## config.mk

```make
export PLATFORM = sky130hd
export DESIGN_NAME = bcd_counter_4dig_flat
export DESIGN_NICKNAME = d
export VERILOG_FILES = /design/src/rtl/bcd_pkg.sv /design/src/rtl/bcd_counter_4dig_if.sv /design/src/rtl/bcd_digit.sv /design/src/rtl/bcd_counter_4dig.sv /design/src/flat_wrapper.sv
export SDC_FILE = /design/constraint.sdc
export NUM_CORES = 1
export LEC_CHECK = 0
export ABC_AREA = 0
export CAP_MARGIN = 5
export CORE_ASPECT_RATIO = 1.75
export CORE_MARGIN = 2
export CORE_UTILIZATION = 50
export CTS_CLUSTER_DIAMETER = 40
export DETAILED_ROUTE_END_ITERATION = 10
export DONT_BUFFER_PORTS = 1
export PLACE_DENSITY_LB_ADDON = 0.1
export SLEW_MARGIN = 20
export SYNTH_ARGS = -nofsm -noshare
export SYNTH_HDL_FRONTEND = slang
export SYNTH_SLANG_ARGS = --single-unit
export TNS_END_PERCENT = 5
```

## constraint.sdc

```tcl
create_clock -name clkFPGA -period 6.7 [get_ports clkFPGA]
set_input_delay 1.34 -clock clkFPGA [delete_from_list [all_inputs] [get_ports clkFPGA]]
set_output_delay 1.34 -clock clkFPGA [all_outputs]
set_load 0.02 [all_outputs]
```

## src/rtl/bcd_pkg.sv

```systemverilog
// bcd_pkg: shared BCD digit types, digit bounds and load-value coercion.
package bcd_pkg;
  typedef logic [3:0] bcd_digit_t;
  typedef logic [15:0] bcd4_t;
  localparam bcd_digit_t BCD_MAX = 4'd9;
  localparam bcd_digit_t BCD_ZERO = 4'd0;
  function automatic bcd_digit_t bcd_sat(input bcd_digit_t d);
    return d > BCD_MAX ? BCD_MAX : d;
  endfunction
endpackage

```

## src/rtl/bcd_counter_4dig_if.sv

```systemverilog
// bcd_counter_4dig_if: control/status bundle of the 4-digit BCD counter.
// load/load_val exist only when BCD_LOAD_EN is defined.
interface bcd_counter_4dig_if;
  import bcd_pkg::*;
  logic clk10Hz, en, up, clr;
`ifdef BCD_LOAD_EN
  logic load;
  bcd4_t load_val;
`endif
  bcd4_t count;
  logic tc, wrap;
`ifdef BCD_LOAD_EN
  modport master(output clk10Hz, en, up, clr, load, load_val, input count, tc, wrap);
  modport slave(input clk10Hz, en, up, clr, load, load_val, output count, tc, wrap);
`else
  modport master(output clk10Hz, en, up, clr, input count, tc, wrap);
  modport slave(input clk10Hz, en, up, clr, output count, tc, wrap);
`endif
endinterface

```

## src/rtl/bcd_digit.sv

```systemverilog
// bcd_digit: one decade with clear, saturating load and up/down step; co flags carry/borrow out.
module bcd_digit
  import bcd_pkg::*;
(
  input  logic       clkFPGA,
  input  logic       rst,
  input  logic       step,
  input  logic       up,
  input  logic       clr,
  input  logic       ld,
  input  bcd_digit_t ld_val,
  output bcd_digit_t q,
  output logic       co
);
  assign co = step & (up ? q == BCD_MAX : q == BCD_ZERO);
  always_ff @(posedge clkFPGA or posedge rst)
    if (rst) q <= BCD_ZERO;
    else if (clr) q <= BCD_ZERO;
    else if (ld) q <= bcd_sat(ld_val);
    else if (step) q <= up ? (q == BCD_MAX ? BCD_ZERO : q + 4'd1) : (q == BCD_ZERO ? BCD_MAX : q - 4'd1);
endmodule

```

## src/rtl/bcd_counter_4dig.sv

```systemverilog
// bcd_counter_4dig: 4-digit up/down BCD counter stepped by rising edges of clk10Hz.
// Optional parallel load with BCD_LOAD_EN; WRAP selects rollover (1) or saturation (0).
module bcd_counter_4dig
  import bcd_pkg::*;
#(
  parameter bit WRAP = 1'b1
) (
  input logic clkFPGA,
  input logic rst,
  bcd_counter_4dig_if.slave bus
);
  logic clk10Hz_d, wrap_q, tick, at_bound, step_go, ld;
  bcd4_t ld_val, cnt;
  logic [3:0] st, co;
`ifdef BCD_LOAD_EN
  assign ld = bus.load;
  assign ld_val = bus.load_val;
`else
  assign ld = 1'b0;
  assign ld_val = '0;
`endif
  assign tick = bus.clk10Hz & ~clk10Hz_d;
  assign at_bound = bus.up ? cnt == {4{BCD_MAX}} : cnt == {4{BCD_ZERO}};
  // saturation simply suppresses the step at the bound, so co[3] can only fire on a true rollover
  assign step_go = tick & bus.en & ~bus.clr & ~ld & (WRAP | ~at_bound);
  assign st = {co[2:0], step_go};
  for (genvar g = 0; g < 4; g++) begin : dig
    bcd_digit u_digit (
      .clkFPGA(clkFPGA),
      .rst(rst),
      .step(st[g]),
      .up(bus.up),
      .clr(bus.clr),
      .ld(ld),
      .ld_val(ld_val[4*g+:4]),
      .q(cnt[4*g+:4]),
      .co(co[g])
    );
  end
  always_ff @(posedge clkFPGA or posedge rst)
    if (rst) begin
      clk10Hz_d <= 1'b1;
      wrap_q <= 1'b0;
    end else begin
      clk10Hz_d <= bus.clk10Hz;
      wrap_q <= co[3];
    end
  assign bus.count = cnt;
  assign bus.tc = at_bound;
  assign bus.wrap = wrap_q;
endmodule

```

## src/flat_wrapper.sv

```systemverilog
// flat-port wrapper written by rule: the top's interface ports become plain ports
module bcd_counter_4dig_flat import bcd_pkg::*;
#(
  parameter bit WRAP = 1'b1
)
  (clkFPGA, rst, bus_clk10Hz, bus_en, bus_up, bus_clr, bus_count, bus_tc, bus_wrap);
  bcd_counter_4dig_if bus_i ();
  input logic clkFPGA;
  input logic rst;
  input wire logic [$bits(bus_i.clk10Hz)-1:0] bus_clk10Hz;
  input wire logic [$bits(bus_i.en)-1:0] bus_en;
  input wire logic [$bits(bus_i.up)-1:0] bus_up;
  input wire logic [$bits(bus_i.clr)-1:0] bus_clr;
  output wire logic [$bits(bus_i.count)-1:0] bus_count;
  output wire logic [$bits(bus_i.tc)-1:0] bus_tc;
  output wire logic [$bits(bus_i.wrap)-1:0] bus_wrap;
  assign bus_i.clk10Hz = bus_clk10Hz;
  assign bus_i.en = bus_en;
  assign bus_i.up = bus_up;
  assign bus_i.clr = bus_clr;
  assign bus_count = bus_i.count;
  assign bus_tc = bus_i.tc;
  assign bus_wrap = bus_i.wrap;
  bcd_counter_4dig #(.WRAP(WRAP)) u_core (.clkFPGA(clkFPGA), .rst(rst), .bus(bus_i));
endmodule
```

==> impl_metrics.toml, run 1 <==
[run_status]
status = "completed"

[clock_tree]
cts_sinks = 18
clkLatencyLatePin_ns = 0.26
cts-root-buf = "clkbuf_8"
post_cts_buffers = 0
cts_buffers = 3
cts_buffer_depth = 2
clk_pin_slew_ns = 0.07
hold_buffers = 0
cts_tree = "done"
cts_repair_resize_count = 0
htreeDepth = 1

[setup_path]
critical-path-top-delay-family = "simple AND/OR/NAND/NOR gates"
worstSetupPathType = "in -> out"
r2r_start = "u_core.dig[0].u_digit.q[0]"
crit_fanout = 34
slowest_delay_ns = 0.73
crit_slowest_cell = "nor4b_1"
r2r-end = "u_core.dig[3].u_digit.q[3]"
critPathCaptureType = "primary output"
start_kind = "primary input"
path_buf_inv = 0
cp_cell_sequence = "nor4b_1 > nand4_1 > o21ai_0"
crit_arrival_ns = 2.56
startpoint = "bus_up"
r2r_setup_slack_ns = 4.01
r2r_cells = 6
required_ns = 5.36

[sta]
slew_viol_final = 0
rsz0062_at_grt = "no"
worst_pin_slew_ns = 0.853
fmax_mhz = 256
finalCriticalPeriod_ns = 3.90
relSlewSlack = 0.423
tns_ns = 0
setup_viol = 0
timing.final.crit_share = 0.582
hold_viol_final = 0
clock_skew_ns = 0.00117
timing.final.ws_setup_ns = 2.80

[floorplan]
std_cell_rows = 27
initial_core_util = 0.530
fp.dieH_um = 80.7
core_um2 = 3180
dieArea_um2 = 3860
pin_count = 24
fp.dieW_um = 47.8

[routing]
wl_per_cell_um = 16.4
viasPerCell = 6.30
drtAntennaViolNets = 0
route.detailed.drc = 0
vias = 1468
dr.pass1.iters = 5
wl_mm = 3.83
dr.first_iter.drc_count = 31

[logic_synthesis]
synth_top_area_frac = 0.253
synth_enable_flop_cells = 0
synth_nets = 218
yosys-top-cells-area = "dfrtp_1 25%, ha_1 11%, nor2_1 3.8%"
synth_seq_cells = 18
ys_types = 52
synthCells = 197
synthFlopType = "dfrtp_1"
yosysTopAreaCell = "dfrtp_1"
avgSynthCellArea_um2 = 8.54
synth.yosys.seq_area_share = 0.269
syn-cell-area_um2 = 1680
ys_warn_count = 0
synthArstFlopShare = 1.00

[cells_and_area]
drive_gt1_frac = 0.0632
layoutNonFillerInstCount = 233
fillerInstances = 313
layout.area.seq_um2 = 452
multi_input_area_um2 = 1110
antenna_cells = 0
postLayoutCoreUtil = 0.543
syn_to_final_growth_pct = 2.60
fin_nets = 212

[placement]
place_inst = 229
place.gp.congestion = 0.856
hpwl_mm = 2.85
place_ws_ns = 2.79
portBuffers = 0

[global_routing]
grt_pass1_wl_mm = 6.34
antenna_found_initial = 0
grt.total_usage = 0.220
grt_start_max_net_pins = 35
grt_pass1_vias = 1424
overflow = 0

[pwr]
leakagePower_nw = 0.703
total_power_mw = 0.268
power_density_nw_per_um2 = 155
irDropWorstVdd_mv = 0.112

[min_path]
hold_class = "reg -> reg"
whs_endpoint = "u_core.dig[2].u_digit.q[1]"
holdPathStages = 2
min-delay-start = "u_core.dig[2].u_digit.q[1]"

[flow_run]
maxCapViolations = 0
==> registers in the layout, indices dropped and copies added (netlist names) <==
signal and count:
u_core.bus.wrap 1, u_core.clk10Hz_d 1, u_core.dig.u_digit.q 16
==> placed cells by master (no fill, tap or decap), types with 3 or more instances in the layout <==
master    synthesis  final
mux2i_1           3      3
o21ai_0          10     10
nor3b_1           4      4
and4b_1           3      3
nand3_1           7      7
a21o_1            4      4
nor3_1            4      4
a211oi_1          4      4
nand3b_1          5      5
a21oi_1          10     10
ha_1             15     15
nand2_1          15     15
nor2b_1           4      4
clkbuf_8          0      4
nor4b_1           3      3
dfrtp_1          17     17
nand4_1           3      3
nor2_1           17     17
nand2b_1          5      5
a311oi_1          3      3
inv_1            15     15
==> kinds of logic (layout without fill, tap and decap cells) <==
logic type,after synthesis,count (layout),share of synthesized area
AO/OA/AOI/OAI,58,58,0.262
XOR/XNOR,1,1,0.00521
buffers and inverters,26,19,0.0722
multiplexers,4,4,0.0335
adder cells (fa/ha/maj),15,15,0.112
AND/OR/NAND/NOR,75,75,0.247
flip-flops,18,18,0.269
==> worst max path at each step <==
stage / end / slack, ns / depth (start not counted)
final: bus_tc / 2.80 / 3
after detailed placement: bus_tc / 2.79 / 3
after CTS: bus_tc / 2.78 / 3
after global placement: bus_tc / 2.94 / 3
after global routing: bus_tc / 2.64 / 3
after floorplan: bus_tc / 2.92 / 4
==> per-layer routing <==
layer  global-route usage  vias up  share of wire
li1                     -      713              -
met1                0.284      711           0.42
met2                0.365       37           0.53
met3               0.0202        7          0.041
met4               0.0757        0          0.016
met5                    0        -              0
==> metrics by stage <==
step                      instance area [µm²]  hold WS (ns)
after detailed placement                 1670         0.711
final                                    1730         0.716
after global routing                     1730         0.742
after CTS                                1730         0.722
after global placement                   1670         0.702
after floorplan                          1680         0.667
==> Yosys cell counts, types with 5 or more instances <==
library cell	n
a21oi_1	10
nand3_1	7
o21ai_0	10
nand2b_1	5
nand2_1	15
nor2_1	17
clkbuf_1	5
dfrtp_1	17
nand3b_1	5
ha_1	15
inv_1	15
==> cell type report <==
cell class | count | share of cell area
flip-flops and latches | 18 | 0.262
clock buffers | 4 | 0.0319
inverters | 15 | 0.0326
well taps | 43 | 0.0312
multi-input cells | 153 | 0.642
==> worst min-delay path, stage by stage (launching register included) <==
cell,delay (ns)
dfrtp_1,0.51
nand2_1,0.10
mux2i_1,0.06
==> where the power goes <==
group,switching [mW],internal [mW]
sequential,0.0161,0.113
combinational,0.0277,0.0197
clock,0.0386,0.0523
(Power assumes the default switching activity.)
==> inputs of run 2 (changes only) <==
==> constraint.sdc (replaced) <==
create_clock -name clkFPGA -period 3.4 [get_ports clkFPGA]
set_input_delay 0.68 -clock clkFPGA [delete_from_list [all_inputs] [get_ports clkFPGA]]
set_output_delay 0.68 -clock clkFPGA [all_outputs]
set_load 0.02 [all_outputs]
==> run 2 against run 1 <==
Net effect: sequential share of layout area is essentially flat; die area did not move; via count fell by 1.0%; critical path type is now reg -> out; non-clock buffer count rose by 1; clock power is 69% higher.
==> impl_metrics.toml, run 2 (same netlist as run 1, synthesis figures left out) <==
[run_status]
status = "completed"

[routing]
dr.first_iter.drc_count = 34
drtAntennaViolNets = 0
met1_length_mm = 1.60
route.detailed.drc = 0
dr.pass1.iters = 4
wl_per_cell_um = 16.6
dr_wl_met3_um = 125
wl_mm = 3.88
viasPerCell = 6.21
top_layer_used = "met4"
vias = 1453
wl_met2_mm = 2.10

[pwr]
switchingPower_mw = 0.158
power_frac_seq = 0.507
irDropWorstVdd_mv = 0.265
power_density_nw_per_um2 = 292
clkPwrFrac = 0.307
power.share.combinational = 0.186
leakagePower_nw = 0.701
p_int_mw = 0.346
p_sw_frac = 0.313

[clock_tree]
cts-root-buf = "clkbuf_8"
hold_buffers = 0
clkLatencyLatePin_ns = 0.26
cts_tree = "done"
clk_pin_slew_ns = 0.07
cts_buffer_depth = 2
htreeDepth = 1
cts_buffers = 3
cts_repair_resize_count = 0
cts_sinks = 18
post_cts_buffers = 0

[floorplan]
initial_core_util = 0.530
pin_count = 24
fp.dieW_um = 47.8
core_um2 = 3180
std_cell_rows = 27
fp.dieH_um = 80.7
dieArea_um2 = 3860

[cells_and_area]
fillerInstances = 343
fin_area_um2 = 1720
syn_to_final_growth_pct = 2.46
postLayoutCoreUtil = 0.543
final_cell_mix = "17 x nor2_1, 17 x dfrtp_1, 15 x inv_1, 15 x nand2_1, 15 x ha_1"
antenna_cells = 0
layout.area.seq_um2 = 452
drive_gt1_frac = 0.0628
multi_input_area_um2 = 1110
fin_nets = 213
largest-register = "u_core.dig.u_digit.q"
largest_reg_flops = 16

[sta]
clock_skew_ns = 0.00659
setup_viol = 0
worst_pin_slew_ns = 0.703
timing.final.crit_share = 0.851
hold_viol_final = 0
relSlewSlack = 0.531
slew_viol_final = 0
finalCriticalPeriod_ns = 2.89
tns_ns = 0
rsz0062_at_grt = "no"
fmax_mhz = 346

[global_routing]
grt_pass1_wl_mm = 6.42
antenna_found_initial = 0
grt.total_usage = 0.224
grt_start_max_net_pins = 35
overflow = 0
grt_pass1_vias = 1435

[setup_path]
r2r_setup_slack_ns = 0.79
worstSetupPathType = "reg -> out"
crit_fanout = 6
crit_arrival_ns = 2.21
required_ns = 2.72
slowest_delay_ns = 0.59
crit_slowest_cell = "o21ai_0"
critPathCaptureType = "primary output"
start_kind = "register"
cp_cell_sequence = "inv_1 > ha_1 > and4b_1 > nand4_1 > o21ai_0"

[placement]
placed_cell_area_um2 = 1680
portBuffers = 0
hpwl_mm = 2.92
place.gp.congestion = 0.834

[min_path]
hold_class = "in -> async"

[flow_run]
maxCapViolations = 0
==> run 2: cell types whose count changed in the layout (fill, tap and decap cells not counted) <==
cell,delta
buf_4,+1
clkbuf_1,+1
clkbuf_8,-1
==> run 2: worst max-delay path: cells and delay by family (launching register included) <==
family          cells  cell delay (ns)
simple gates        2             0.42
flops               1             0.51
fa+ha+maj           1             0.22
compound gates      1             0.59
buf+inv             1             0.21
==> run 2: through the flow <==
step | hold slack, ns | worst slack [ns] | cells | power (mW)
2_1_floorplan | 0.618 | 0.941 | 197 | 0.337
3_3_place_gp | 0.685 | 0.825 | 230 | 0.350
3_5_place_dp | 0.685 | 0.770 | 230 | 0.353
4_1_cts | 0.418 | 0.489 | 234 | 0.506
5_1_grt | 0.409 | 0.410 | 234 | 0.531
6_report | 0.415 | 0.507 | 234 | 0.503
==> run 2: path summary, 6_finish.rpt <==
check	start	endpoint	depth (start not counted)
min in group clkFPGA	bus_clk10Hz	u_core.clk10Hz_d	0
worst max register to register	u_core.dig[0].u_digit.q[0]	u_core.dig[3].u_digit.q[2]	6
worst min-delay path	rst	u_core.dig[2].u_digit.q[3]	1
worst max-delay path	u_core.dig[3].u_digit.q[1]	bus_tc	5
max in group asynchronous	rst	u_core.dig[1].u_digit.q[1]	1
worst min register to register	u_core.dig[1].u_digit.q[1]	u_core.dig[1].u_digit.q[1]	2
==> run 2: power by group through the flow <==
stage          clock (mW)  sequential [mW]  combinational, mW
6_report            0.154            0.255             0.0938
5_1_grt             0.168            0.258              0.105
4_1_cts             0.157            0.255             0.0940
3_5_place_dp            0            0.260             0.0938
3_3_place_gp            0            0.258             0.0915
2_1_floorplan           0            0.251             0.0860
==> run 2: layer usage <==
metal,vias up,GRT usage
met2,26,0.393
met1,709,0.275
met4,0,0.0676
met5,-,0
li1,714,-
met3,4,0.0180
==> run 2: final cells by class <==
cell class,count,share of cell area
inverters,15,0.0327
well taps,43,0.0312
multi-input cells,153,0.643
clock buffers,4,0.0261
repair buffers,1,0.00436
flip-flops and latches,18,0.262
==> inputs of run 3 (changes only) <==
--- a/config.mk
+++ b/config.mk
@@ -5,7 +5,7 @@
 export SDC_FILE = /design/constraint.sdc
 export NUM_CORES = 1
 export LEC_CHECK = 0
-export ABC_AREA = 0
+export ABC_AREA = 1
 export CAP_MARGIN = 5
 export CORE_ASPECT_RATIO = 1.75
 export CORE_MARGIN = 2
==> constraint.sdc (replaced) <==
create_clock -name clkFPGA -period 3.29 [get_ports clkFPGA]
set_input_delay 0.658 -clock clkFPGA [delete_from_list [all_inputs] [get_ports clkFPGA]]
set_output_delay 0.658 -clock clkFPGA [all_outputs]
set_load 0.02 [all_outputs]
==> run 3 against run 2 <==
Net effect: routed wire length is 5.5% lower; critical path depth is 1 higher; sequential power is 4% lower; critical endpoint unchanged; largest cell class unchanged.
==> impl_metrics.toml, run 3 <==
[run_status]
status = "completed"

[clock_tree]
post_cts_buffers = 0
cts_repair_resize_count = 0
cts_sinks = 18
clk_pin_slew_ns = 0.07
clkLatencyLatePin_ns = 0.25
cts_buffers = 3
htreeDepth = 1
hold_buffers = 0
cts-root-buf = "clkbuf_8"
cts_tree = "done"
cts_buffer_depth = 2

[logic_synthesis]
yosysMostFrequentCell = "nand2_1"
synth_nets = 234
ys_types = 31
avgSynthCellArea_um2 = 7.59
synth_enable_flop_cells = 0
yosys-top-cells-area = "dfrtp_1 26%, ha_1 12%, nand2_1 8.6%"
ys_warn_count = 0
syn-cell-area_um2 = 1620
synth.yosys.seq_area_share = 0.279
synth_top_area_frac = 0.263
synth_common_cells = "37 x nand2_1, 26 x nand3_1, 25 x inv_1, 17 x dfrtp_1, 15 x ha_1"
synth_seq_cells = 18
synthArstFlopShare = 1.00
yosysTopAreaCell = "dfrtp_1"
synthCells = 213
synthFlopType = "dfrtp_1"

[setup_path]
crit_fanout = 7
r2r_setup_slack_ns = 1.52
r2r_cells = 10
r2r_start = "u_core.dig[2].u_digit.q[0]"
path_buf_inv = 1
crit_arrival_ns = 1.99
slowest_delay_ns = 0.55
crit_slowest_cell = "o21ai_0"
r2r-end = "u_core.dig[3].u_digit.q[1]"
critPathCaptureType = "primary output"
critical-path-top-delay-family = "compound AO/OA/AOI/OAI gates"
cp_cell_sequence = "inv_1 > ha_1 > nand3_1 > nor2_1 > nand2_1 > o21ai_0"
start_kind = "register"
worstSetupPathType = "reg -> out"
required_ns = 2.63

[cells_and_area]
drive_gt1_frac = 0.154
largest-register = "u_core.dig.u_digit.q"
final_cell_mix = "37 x nand2_1, 26 x nand3_1, 25 x inv_1, 17 x dfrtp_1, 15 x ha_1"
layoutNonFillerInstCount = 257
antenna_cells = 0
final_common_cell = "nand2_1"
layout.area.seq_um2 = 452
syn_to_final_growth_pct = 5.03
fillerInstances = 326
largest_reg_flops = 16
fin_nets = 236
multi_input_area_um2 = 1030

[pwr]
power_density_nw_per_um2 = 293
power_frac_seq = 0.493
irDropWorstVdd_mv = 0.187
leakagePower_nw = 0.830
clkPwrFrac = 0.321
p_int_mw = 0.345
switchingPower_mw = 0.152
power.share.combinational = 0.186
p_sw_frac = 0.305

[global_routing]
antenna_found_initial = 0
overflow = 0
grt_pass1_wl_mm = 6.53
grt_start_max_net_pins = 19
grt_pass1_vias = 1518
grt.total_usage = 0.231

[min_path]
hold_class = "in -> async"

[placement]
place.gp.congestion = 0.871
portBuffers = 0
hpwl_mm = 2.89
place_inst = 253
place_ws_ns = 0.915

[routing]
vias = 1437
wl_per_cell_um = 14.3
dr.pass1.iters = 5
route.detailed.drc = 0
viasPerCell = 5.59
drtAntennaViolNets = 0
dr.first_iter.drc_count = 42
wl_mm = 3.66

[floorplan]
pin_count = 24
initial_core_util = 0.520
fp.dieW_um = 47.0
core_um2 = 3110
std_cell_rows = 27
dieArea_um2 = 3720
fp.dieH_um = 79.2

[sta]
hold-worst-slack_ns = 0.401
slew_viol_final = 0
timing.final.ws_setup_ns = 0.647
relSlewSlack = 0.522
finalCriticalPeriod_ns = 2.64
setup_viol = 0
hold_viol_final = 0
worst_pin_slew_ns = 0.716
fmax_mhz = 378
tns_ns = 0
rsz0062_at_grt = "no"
clock_skew_ns = 0.00737
timing.final.crit_share = 0.803

[flow_run]
maxCapViolations = 0
[run 3: metal layers]
layer  global-route usage  part of all wire  vias to the layer above
met1                0.270              0.39                      688
met3               0.0273             0.034                        9
li1                     -                 -                      705
met2                0.403              0.55                       35
met5                    0                 0                        -
met4               0.0889             0.019                        0
[run 3: through the flow]
step,area [µm²],util,power [mW]
CTS,1700,0.546,0.505
floorplan,1620,-,0.328
global placement,1650,0.532,0.340
global route,1700,0.546,0.535
detailed placement,1650,0.532,0.342
finish,1700,0.546,0.497
[run 3: logic make-up after synthesis]
kind of cell | Yosys count | share of synthesized area
simple gates | 105 | 0.365
buf+inv | 34 | 0.0844
compound gates | 32 | 0.107
flops | 18 | 0.279
fa+ha+maj | 15 | 0.116
xor+xnor | 9 | 0.0488
[run 3: worst max-delay path by stage]
stage | start | end | slack, ns | depth (start not counted)
4_1_cts | u_core.dig[2].u_digit.q[0] | bus_tc | 0.64 | 6
2_1_floorplan | bus_up | bus_tc | 1.07 | 4
5_1_grt | u_core.dig[2].u_digit.q[0] | bus_tc | 0.47 | 6
6_report | u_core.dig[2].u_digit.q[0] | bus_tc | 0.65 | 6
3_5_place_dp | u_core.dig[0].u_digit.q[0] | bus_tc | 0.91 | 6
3_3_place_gp | u_core.dig[2].u_digit.q[0] | bus_tc | 0.96 | 6
[run 3: layout make-up]
class,count,area share
well taps,43,0.0317
flip-flops and latches,18,0.266
multi-input cells,161,0.606
clock buffers,4,0.0265
inverters,31,0.0700
[run 3: power by group through the flow]
stage	combinational [mW]	clock, mW	sequential [mW]
5_1_grt	0.107	0.182	0.246
3_3_place_gp	0.0909	0	0.249
4_1_cts	0.0932	0.167	0.245
6_report	0.0926	0.159	0.245
3_5_place_dp	0.0930	0	0.249
2_1_floorplan	0.0811	0	0.247
